--- src/rtl/keypad_pkg.sv ---
// Key codes, debounce states and scan-frame result types shared by the keypad front end.
// Pure declarations; no timing or flow control.
package keypad_pkg;

    localparam logic [3:0]  KEY_STAR   = 4'hE;
    localparam logic [3:0]  KEY_HASH   = 4'hF;
    localparam logic [3:0]  KEY_CLR    = 4'hD;
    localparam logic [3:0]  BLANK      = 4'hA;
    localparam logic [15:0] BLANK_CODE = {4{BLANK}};

    typedef enum logic [1:0] {
        DB_IDLE,
        DB_PRESS,
        DB_HELD,
        DB_RELEASE
    } db_state_e;

    typedef enum logic [1:0] {
        FR_NONE,
        FR_SINGLE,
        FR_MULTI
    } frame_kind_e;

    typedef struct packed {
        frame_kind_e kind;
        logic [3:0]  code;
    } frame_t;

    function automatic logic [3:0] key_map(input logic [1:0] row, input logic [1:0] col);
        logic [3:0] code;
        if (row == 2'd3) begin
            case (col)
                2'd0:    code = KEY_STAR;
                2'd1:    code = 4'h0;
                2'd2:    code = KEY_HASH;
                default: code = KEY_CLR;
            endcase
        end else if (col == 2'd3) begin
            code = 4'hA + {2'b00, row};
        end else begin
            code = {2'b00, row} * 4'd3 + {2'b00, col} + 4'd1;
        end
        return code;
    endfunction

endpackage

--- src/rtl/keypad_scanner.sv ---
// Drives the one-cold keypad rows, synchronises COL and classifies each 4-row frame.
// Latency: frame result and frame_done strobe register on the last cycle of row 3.
// Backpressure: none; free-running, the consumer must act on every frame_done.
module keypad_scanner
    import keypad_pkg::*;
#(
    parameter int SCAN_DIV = 50000
) (
    input  logic       CLK,
    input  logic       RST_N,
    input  logic [3:0] COL,
    output logic [3:0] ROW,
    output frame_t     frame,
    output logic       frame_done
);

    localparam int            DW       = $clog2(SCAN_DIV);
    localparam logic [DW-1:0] DIV_LAST = DW'(SCAN_DIV - 1);

    logic [DW-1:0] div_cnt;
    logic [1:0]    row_idx;
    logic [3:0]    col_s1;
    logic [3:0]    col_s2;
    logic [1:0]    hits;
    logic [3:0]    hit_code;
    logic [1:0]    row_hits;
    logic [3:0]    row_code;
    logic [2:0]    hit_sum;
    logic [1:0]    tot_hits;
    logic          slot_end;

    assign slot_end = (div_cnt == DIV_LAST);
    assign ROW      = ~(4'b0001 << row_idx);

    // Hit counts saturate at 2: anything beyond one key is simply MULTI.
    always_comb begin
        row_hits = 2'd0;
        row_code = hit_code;
        for (int c = 0; c < 4; c++) begin
            if (!col_s2[c]) begin
                if (row_hits != 2'd2) begin
                    row_hits = row_hits + 2'd1;
                end
                row_code = key_map(row_idx, 2'(c));
            end
        end
        hit_sum  = {1'b0, hits} + {1'b0, row_hits};
        tot_hits = (hit_sum >= 3'd2) ? 2'd2 : hit_sum[1:0];
    end

    always_ff @(posedge CLK or negedge RST_N) begin
        if (!RST_N) begin
            div_cnt    <= '0;
            row_idx    <= 2'd0;
            col_s1     <= 4'hF;
            col_s2     <= 4'hF;
            hits       <= 2'd0;
            hit_code   <= 4'h0;
            frame      <= '{kind: FR_NONE, code: 4'h0};
            frame_done <= 1'b0;
        end else begin
            col_s1     <= COL;
            col_s2     <= col_s1;
            frame_done <= 1'b0;
            if (slot_end) begin
                div_cnt <= '0;
                row_idx <= row_idx + 2'd1;
                if (row_idx == 2'd3) begin
                    hits       <= 2'd0;
                    hit_code   <= 4'h0;
                    frame_done <= 1'b1;
                    frame.code <= row_code;
                    case (tot_hits)
                        2'd0:    frame.kind <= FR_NONE;
                        2'd1:    frame.kind <= FR_SINGLE;
                        default: frame.kind <= FR_MULTI;
                    endcase
                end else begin
                    hits     <= tot_hits;
                    hit_code <= row_code;
                end
            end else begin
                div_cnt <= div_cnt + 1'b1;
            end
        end
    end

endmodule

--- src/rtl/keypad_code_entry.sv ---
// Keypad front end: debounces scanned frames and maintains the 4-digit BCD password buffer.
// Latency: KEY_VALID/KEY/buffer update 1 cycle after the frame boundary completing debounce.
// Backpressure: none; strobes are single-cycle and must be consumed when asserted.
module keypad_code_entry
    import keypad_pkg::*;
#(
    parameter int SCAN_DIV = 50000,
    parameter int DEBOUNCE = 4
) (
    input  logic        CLK,
    input  logic        RST_N,
    input  logic        EN,
    input  logic        CLR,
    input  logic [3:0]  COL,
    output logic [3:0]  ROW,
    output logic [15:0] CODE,
    output logic [2:0]  DIGIT_CNT,
    output logic [3:0]  KEY,
    output logic        KEY_VALID,
    output logic        ENTER
);

    localparam int            CW      = $clog2(DEBOUNCE + 1);
    localparam logic [CW-1:0] DB_LAST = CW'(DEBOUNCE);
    localparam logic [CW-1:0] DB_ONE  = CW'(1);

    frame_t     frame;
    logic       frame_done;
    db_state_e  state;
    logic [CW-1:0] db_cnt;
    logic [3:0] hold_code;
    logic       same_single;
    logic       is_none;
    logic       accept;
    logic       take;
    logic       clr_pend;
    logic [1:0] wr_idx;
    logic [1:0] bs_idx;

    keypad_scanner #(.SCAN_DIV(SCAN_DIV)) u_scanner (
        .CLK        (CLK),
        .RST_N      (RST_N),
        .COL        (COL),
        .ROW        (ROW),
        .frame      (frame),
        .frame_done (frame_done)
    );

    assign same_single = (frame.kind == FR_SINGLE) && (frame.code == hold_code);
    assign is_none     = (frame.kind == FR_NONE);
    assign take        = accept && EN;
    assign wr_idx      = DIGIT_CNT[1:0];
    assign bs_idx      = 2'(DIGIT_CNT - 3'd1);

    always_comb begin
        accept = 1'b0;
        if (frame_done) begin
            case (state)
                DB_IDLE:  accept = (frame.kind == FR_SINGLE) && (DB_LAST == DB_ONE);
                DB_PRESS: accept = same_single && (db_cnt + DB_ONE == DB_LAST);
                default:  accept = 1'b0;
            endcase
        end
    end

    always_ff @(posedge CLK or negedge RST_N) begin
        if (!RST_N) begin
            state     <= DB_IDLE;
            db_cnt    <= '0;
            hold_code <= 4'h0;
        end else if (frame_done) begin
            case (state)
                DB_IDLE: begin
                    if (frame.kind == FR_SINGLE) begin
                        hold_code <= frame.code;
                        db_cnt    <= DB_ONE;
                        state     <= accept ? DB_HELD : DB_PRESS;
                    end
                end
                DB_PRESS: begin
                    if (accept) begin
                        state <= DB_HELD;
                    end else if (same_single) begin
                        db_cnt <= db_cnt + DB_ONE;
                    end else begin
                        state <= DB_IDLE;
                    end
                end
                DB_HELD: begin
                    // The releasing NONE frame counts as the first of the release run.
                    if (is_none) begin
                        db_cnt <= DB_ONE;
                        state  <= (DB_LAST == DB_ONE) ? DB_IDLE : DB_RELEASE;
                    end
                end
                default: begin
                    if (!is_none) begin
                        state <= DB_HELD;
                    end else if (db_cnt + DB_ONE == DB_LAST) begin
                        state <= DB_IDLE;
                    end else begin
                        db_cnt <= db_cnt + DB_ONE;
                    end
                end
            endcase
        end
    end

    always_ff @(posedge CLK or negedge RST_N) begin
        if (!RST_N) begin
            CODE      <= BLANK_CODE;
            DIGIT_CNT <= 3'd0;
            KEY       <= 4'h0;
            KEY_VALID <= 1'b0;
            ENTER     <= 1'b0;
            clr_pend  <= 1'b0;
        end else begin
            KEY_VALID <= 1'b0;
            ENTER     <= 1'b0;
            clr_pend  <= 1'b0;
            if (take) begin
                KEY       <= frame.code;
                KEY_VALID <= 1'b1;
            end
            if (CLR || clr_pend) begin
                CODE      <= BLANK_CODE;
                DIGIT_CNT <= 3'd0;
            end else if (take) begin
                if (frame.code <= 4'd9) begin
                    if (DIGIT_CNT < 3'd4) begin
                        CODE[{wr_idx, 2'b00} +: 4] <= frame.code;
                        DIGIT_CNT                  <= DIGIT_CNT + 3'd1;
                    end
                end else begin
                    case (frame.code)
                        KEY_STAR: begin
                            if (DIGIT_CNT != 3'd0) begin
                                CODE[{bs_idx, 2'b00} +: 4] <= BLANK;
                                DIGIT_CNT                  <= DIGIT_CNT - 3'd1;
                            end
                        end
                        KEY_CLR: begin
                            CODE      <= BLANK_CODE;
                            DIGIT_CNT <= 3'd0;
                        end
                        KEY_HASH: begin
                            // CODE stays valid alongside ENTER; the wipe lands next cycle.
                            if (DIGIT_CNT == 3'd4) begin
                                ENTER    <= 1'b1;
                                clr_pend <= 1'b1;
                            end
                        end
                        default: ;
                    endcase
                end
            end
        end
    end

endmodule

--- config.mk ---
export PLATFORM = sky130hd
export DESIGN_NAME = keypad_code_entry
export DESIGN_NICKNAME = d
export VERILOG_FILES = /design/src/rtl/keypad_pkg.sv /design/src/rtl/keypad_scanner.sv /design/src/rtl/keypad_code_entry.sv
export SDC_FILE = /design/constraint.sdc
export NUM_CORES = 1
export LEC_CHECK = 0
export CAP_MARGIN = 20
export CORE_MARGIN = 2
export CORE_UTILIZATION = 35
export DETAILED_ROUTE_END_ITERATION = 16
export DONT_BUFFER_PORTS = 1
export GPL_ROUTABILITY_DRIVEN = 0
export PLACE_DENSITY = 0.55
export SLEW_MARGIN = 20
export SYNTH_ARGS = -nofsm -noshare
export SYNTH_HDL_FRONTEND = slang
export SYNTH_SLANG_ARGS = --single-unit
--- constraint.sdc ---
create_clock -name CLK -period 3.6 [get_ports CLK]
set_input_delay 0.36 -clock CLK [delete_from_list [all_inputs] [get_ports CLK]]
set_output_delay 0.36 -clock CLK [all_outputs]
set_load 0.01 [all_outputs]
==> out/qor.txt <==
========================================================================================
Effective utilization at floorplan                                                35.58%
Share of synthesized cell area in and, or, nand and nor gates                     16.06%
Count of final hold-check violations                                                   0
Run status                                                                  complete, no violations
Count of inserted antenna diode cells                                                  0
Skew-Pair Late Insertion Delay                                                    330 ps
Unrepaired setup endpoints after global routing                                       no
Wire length of the first global-routing pass                                    13230 um
Number of port buffers                                                                 0
Worst-margin pin slew                                                           709.9 ps
Layout cells sized above 1                                                        19.52%
CP Capture Type                                                                flip-flop
Die Area                                                                      12380 um^2
Main synth FF type                                                               dfrtp_1
Number of gates resized after CTS                                                      0
Number of vias after detailed routing                                               2610
1st-pass router iterations                                                             4
Number of warnings reported in the yosys synthesis log                                 0
Mapped cell area                                                               4028 um^2
Largest family of logic cells by synthesized area                           simple AND/OR/NAND/NOR gates
Min-Delay Path Class                                                        input port to flip-flop
Pin count of the biggest net entering global routing                                  74
Die height                                                                      111.3 um
Summed negative setup slack over all endpoints                                      0 ps
Leak                                                                            2.018 nW
Final setup violating endpoints                                                        0
Final critical-path required period                                              2785 ps
Drt drc                                                                                0
Maximum VDD drop                                                                401.9 uV
Mapped Cells                                                                         368
Xor and xnor fraction of the mapped netlist area                                  4.505%
Count of routing violations after the opening detailed-route iteration                98
Adder and majority gate portion of the synthesized area                           8.263%
Crit Path Max Fanout                                                                  10
Number of distinct library cells after synthesis                                      58
Total half-perimeter wirelength after legalization and detailed placement        5251 um
Clock H-tree levels                                                                    3
Top cells by area, synth                                                    dfrtp_1 (35%), dfstp_2 (10%), ha_1 (7.8%), mux2_2 (3.9%), inv_1 (3.1%)
Start-to-end type of the worst setup path                                   flip-flop to flip-flop
Cell Rows                                                                             39
Worst-case headroom to the max-slew limit                                         52.23%
Clk pin slew, worst setup/hold paths                                               60 ps
Maximum cell stage delay along the critical path                                  610 ps
CP startpoint kind                                                             flip-flop
List of cells traversed by the critical path                                inv_1, ha_1, mux2i_1, ha_1, nor2_1, a21oi_1, ha_1, inv_1, fa_1, and3_1, mux2_2
Clock skew after layout                                                         9.507 ps
Synthesized area divided by synthesized cell count                            10.94 um^2
Ports                                                                                 37
Detail Route Antenna Nets                                                              0
Maximum capacitance violations                                                         0
Number of global-route vias before repair                                           2673
CTS sink cnt                                                                          73
Root Driver                                                                    clkbuf_16
Share of the synthesized area in compound gates (AO/OA/AOI/OAI)                   11.00%
Slew Viols, Final                                                                      0
Remaining global-route overflow                                                        0
Arrival time reported for the critical path endpoint                             3000 ps
EDFF count, synth                                                                      0
Width of the die                                                                111.3 um
Post-synth top area cell                                                         dfrtp_1
Initial antenna violation count                                                        0
Most frequent cell on the critical path                                             ha_1
Aggregate routed wire length                                                     7528 um
Share of the synthesized area in the top cell type                                35.41%
Number of standard cells in the final layout excluding fillers                       517
Core Area                                                                     11320 um^2
GR Util All Layers                                                                13.06%
Data required time at the worst endpoint                                         3810 ps
Vias per std cell                                                                  5.048
Power density over the cells                                                424.3 nW/um^2
Synth Net Count                                                                      402
Number of buffers on the longest clock path                                            2
CTS buffer count                                                                       9
Multiplexer share of the synthesized area                                         9.382%
Number of filler cells placed in the layout                                         1122
Sequential area share after synthesis                                             45.85%
Routed len/inst                                                                 14.56 um
Period Utilization, post-route                                                    77.35%
Number of flip-flops and latches in the synthesized netlist                           73
F_max                                                                          359.1 MHz
Final total power                                                               1.907 mW
Slowest cell on crit path                                                        dfstp_2
Placed Cells incl. Taps                                                              499
Clock tree from TritonCTS                                                            yes
Nets                                                                                 403
Growth of design area from synthesis to finish                                    11.62%
Async set-reset flop share out of synthesis                                       100.0%
Post-layout util                                                                  39.71%
========================================================================================
==> layout make-up <==
| class | instances | area [um^2] | share of cell area [%] |
|---|---|---|---|
| tap | 143 | 178.9 | 3.980 |
| clock buffer | 10 | 229.0 | 5.093 |
| sequential | 73 | 1847 | 41.08 |
| timing repair buffer | 3 | 45.04 | 1.002 |
| inverter | 33 | 123.9 | 2.755 |
| multi-input combinational | 249 | 1982 | 44.09 |
| clock inverter | 6 | 90.09 | 2.004 |
==> routing by layer <==
metal	GRT usage, %	vias to the layer above	routed length [um]
met2	20.08	40	3509
met5	0	-	0
met4	4.691	0	95
met3	3.663	7	260
li1	-	1300	-
met1	17.68	1263	3662
==> cell usage after synthesis (5+ instances only) <==
library cell	instances
dfstp_2	16
and3_1	6
nor3_1	5
nand2_1	18
o22ai_1	7
ha_1	25
nand3_1	12
xor2_1	6
or4_1	6
o21ai_0	11
a21oi_1	16
mux2i_1	10
mux2_4	8
inv_1	33
clkbuf_1	7
mux2_2	14
dfrtp_1	57
nor2_1	24
xnor2_1	11
==> power breakdown <==
part	total [mW]	internal (mW)	leakage [nW]	switching, mW
registers	0.874	0.852	0.951	0.0214
logic	0.0826	0.0313	0.914	0.0513
clock network	0.951	0.609	0.153	0.342
total	1.91	1.49	2.02	0.415
==> state kept, by name (all words and copies together), names as in the netlist <==
name,flops
u_scanner.frame_done,1
u_scanner.row_idx,2
u_scanner.hits,2
u_scanner.hit_code,4
u_scanner.frame,6
u_scanner.col_s1,4
DIGIT_CNT,3
KEY_VALID,1
KEY,4
db_cnt,3
hold_code,4
u_scanner.div_cnt,16
clr_pend,1
CODE,16
u_scanner.col_s2,4
state,2
==> path summary, 6_finish.rpt <==
kind	slack (ps)	end	cells past startpoint	start
max in group asynchronous	2680	u_scanner.col_s1[2]	2	RST_N
min reg2reg	350	u_scanner.col_s2[2]	0	u_scanner.col_s1[2]
max	820	u_scanner.frame[4]	11	u_scanner.col_s2[0]
min in group asynchronous	560	u_scanner.div_cnt[7]	2	RST_N
min	20	u_scanner.col_s1[1]	0	COL[1]
max reg2reg	820	u_scanner.frame[4]	11	u_scanner.col_s2[0]
==> per-stage QoR <==
step                      area, um^2  hold WS, ps  worst slack [ps]
after detailed placement        4139        67.54             814.9
final                           4496        23.97             815.4
after CTS                       4496        11.39             783.2
after global placement          4139        67.52             902.2
after global routing            4496        3.662             586.0
after floorplan                 4028        64.41             999.9
==> repair_timing <==
item | in CTS | in global routing
buffers inserted | 0 | 0
setup endpoints to repair | 0 | 0
hold endpoints to repair | 73 | 0
hold buffers | 2 | 0
==> cell usage in the layout (no fill, tap or decap), types with 3 or more instances in the layout <==
cell type,instances
a211oi_1,4
a21o_1,3
a21oi_1,16
and2_1,4
and3_1,6
and3_2,4
clkbuf_16,9
dfrtp_1,57
dfstp_2,16
ha_1,25
inv_1,33
mux2_2,14
mux2_4,8
mux2i_1,10
nand2_1,18
nand3_1,12
nand4_1,4
nor2_1,24
nor3_1,5
nor3_4,4
o211ai_1,3
o21ai_0,11
o22ai_1,7
o31ai_1,3
or3_1,3
or4_1,6
xnor2_1,11
xor2_1,6
==> critical path, delay by kind of cell, from the launching register on <==
kind,cells,cell delay (ps)
AOI/OAI and AO/OA,1,120
adders and majority gates,4,1100
buffers and inverters,2,130
DFF,1,610
muxes,2,470
and+or+nand+nor,2,240
==> logic make-up (layout without fill, tap and decap cells) <==
group / Yosys count / in the layout
AO/OA/AOI/OAI: 64 / 64
AND/OR/NAND/NOR: 108 / 108
flip-flops: 73 / 73
XOR/XNOR: 19 / 19
adder cells (fa/ha/maj): 26 / 26
buffers and inverters: 46 / 52
multiplexers: 32 / 32
Power figures use the tool's default switching activity.
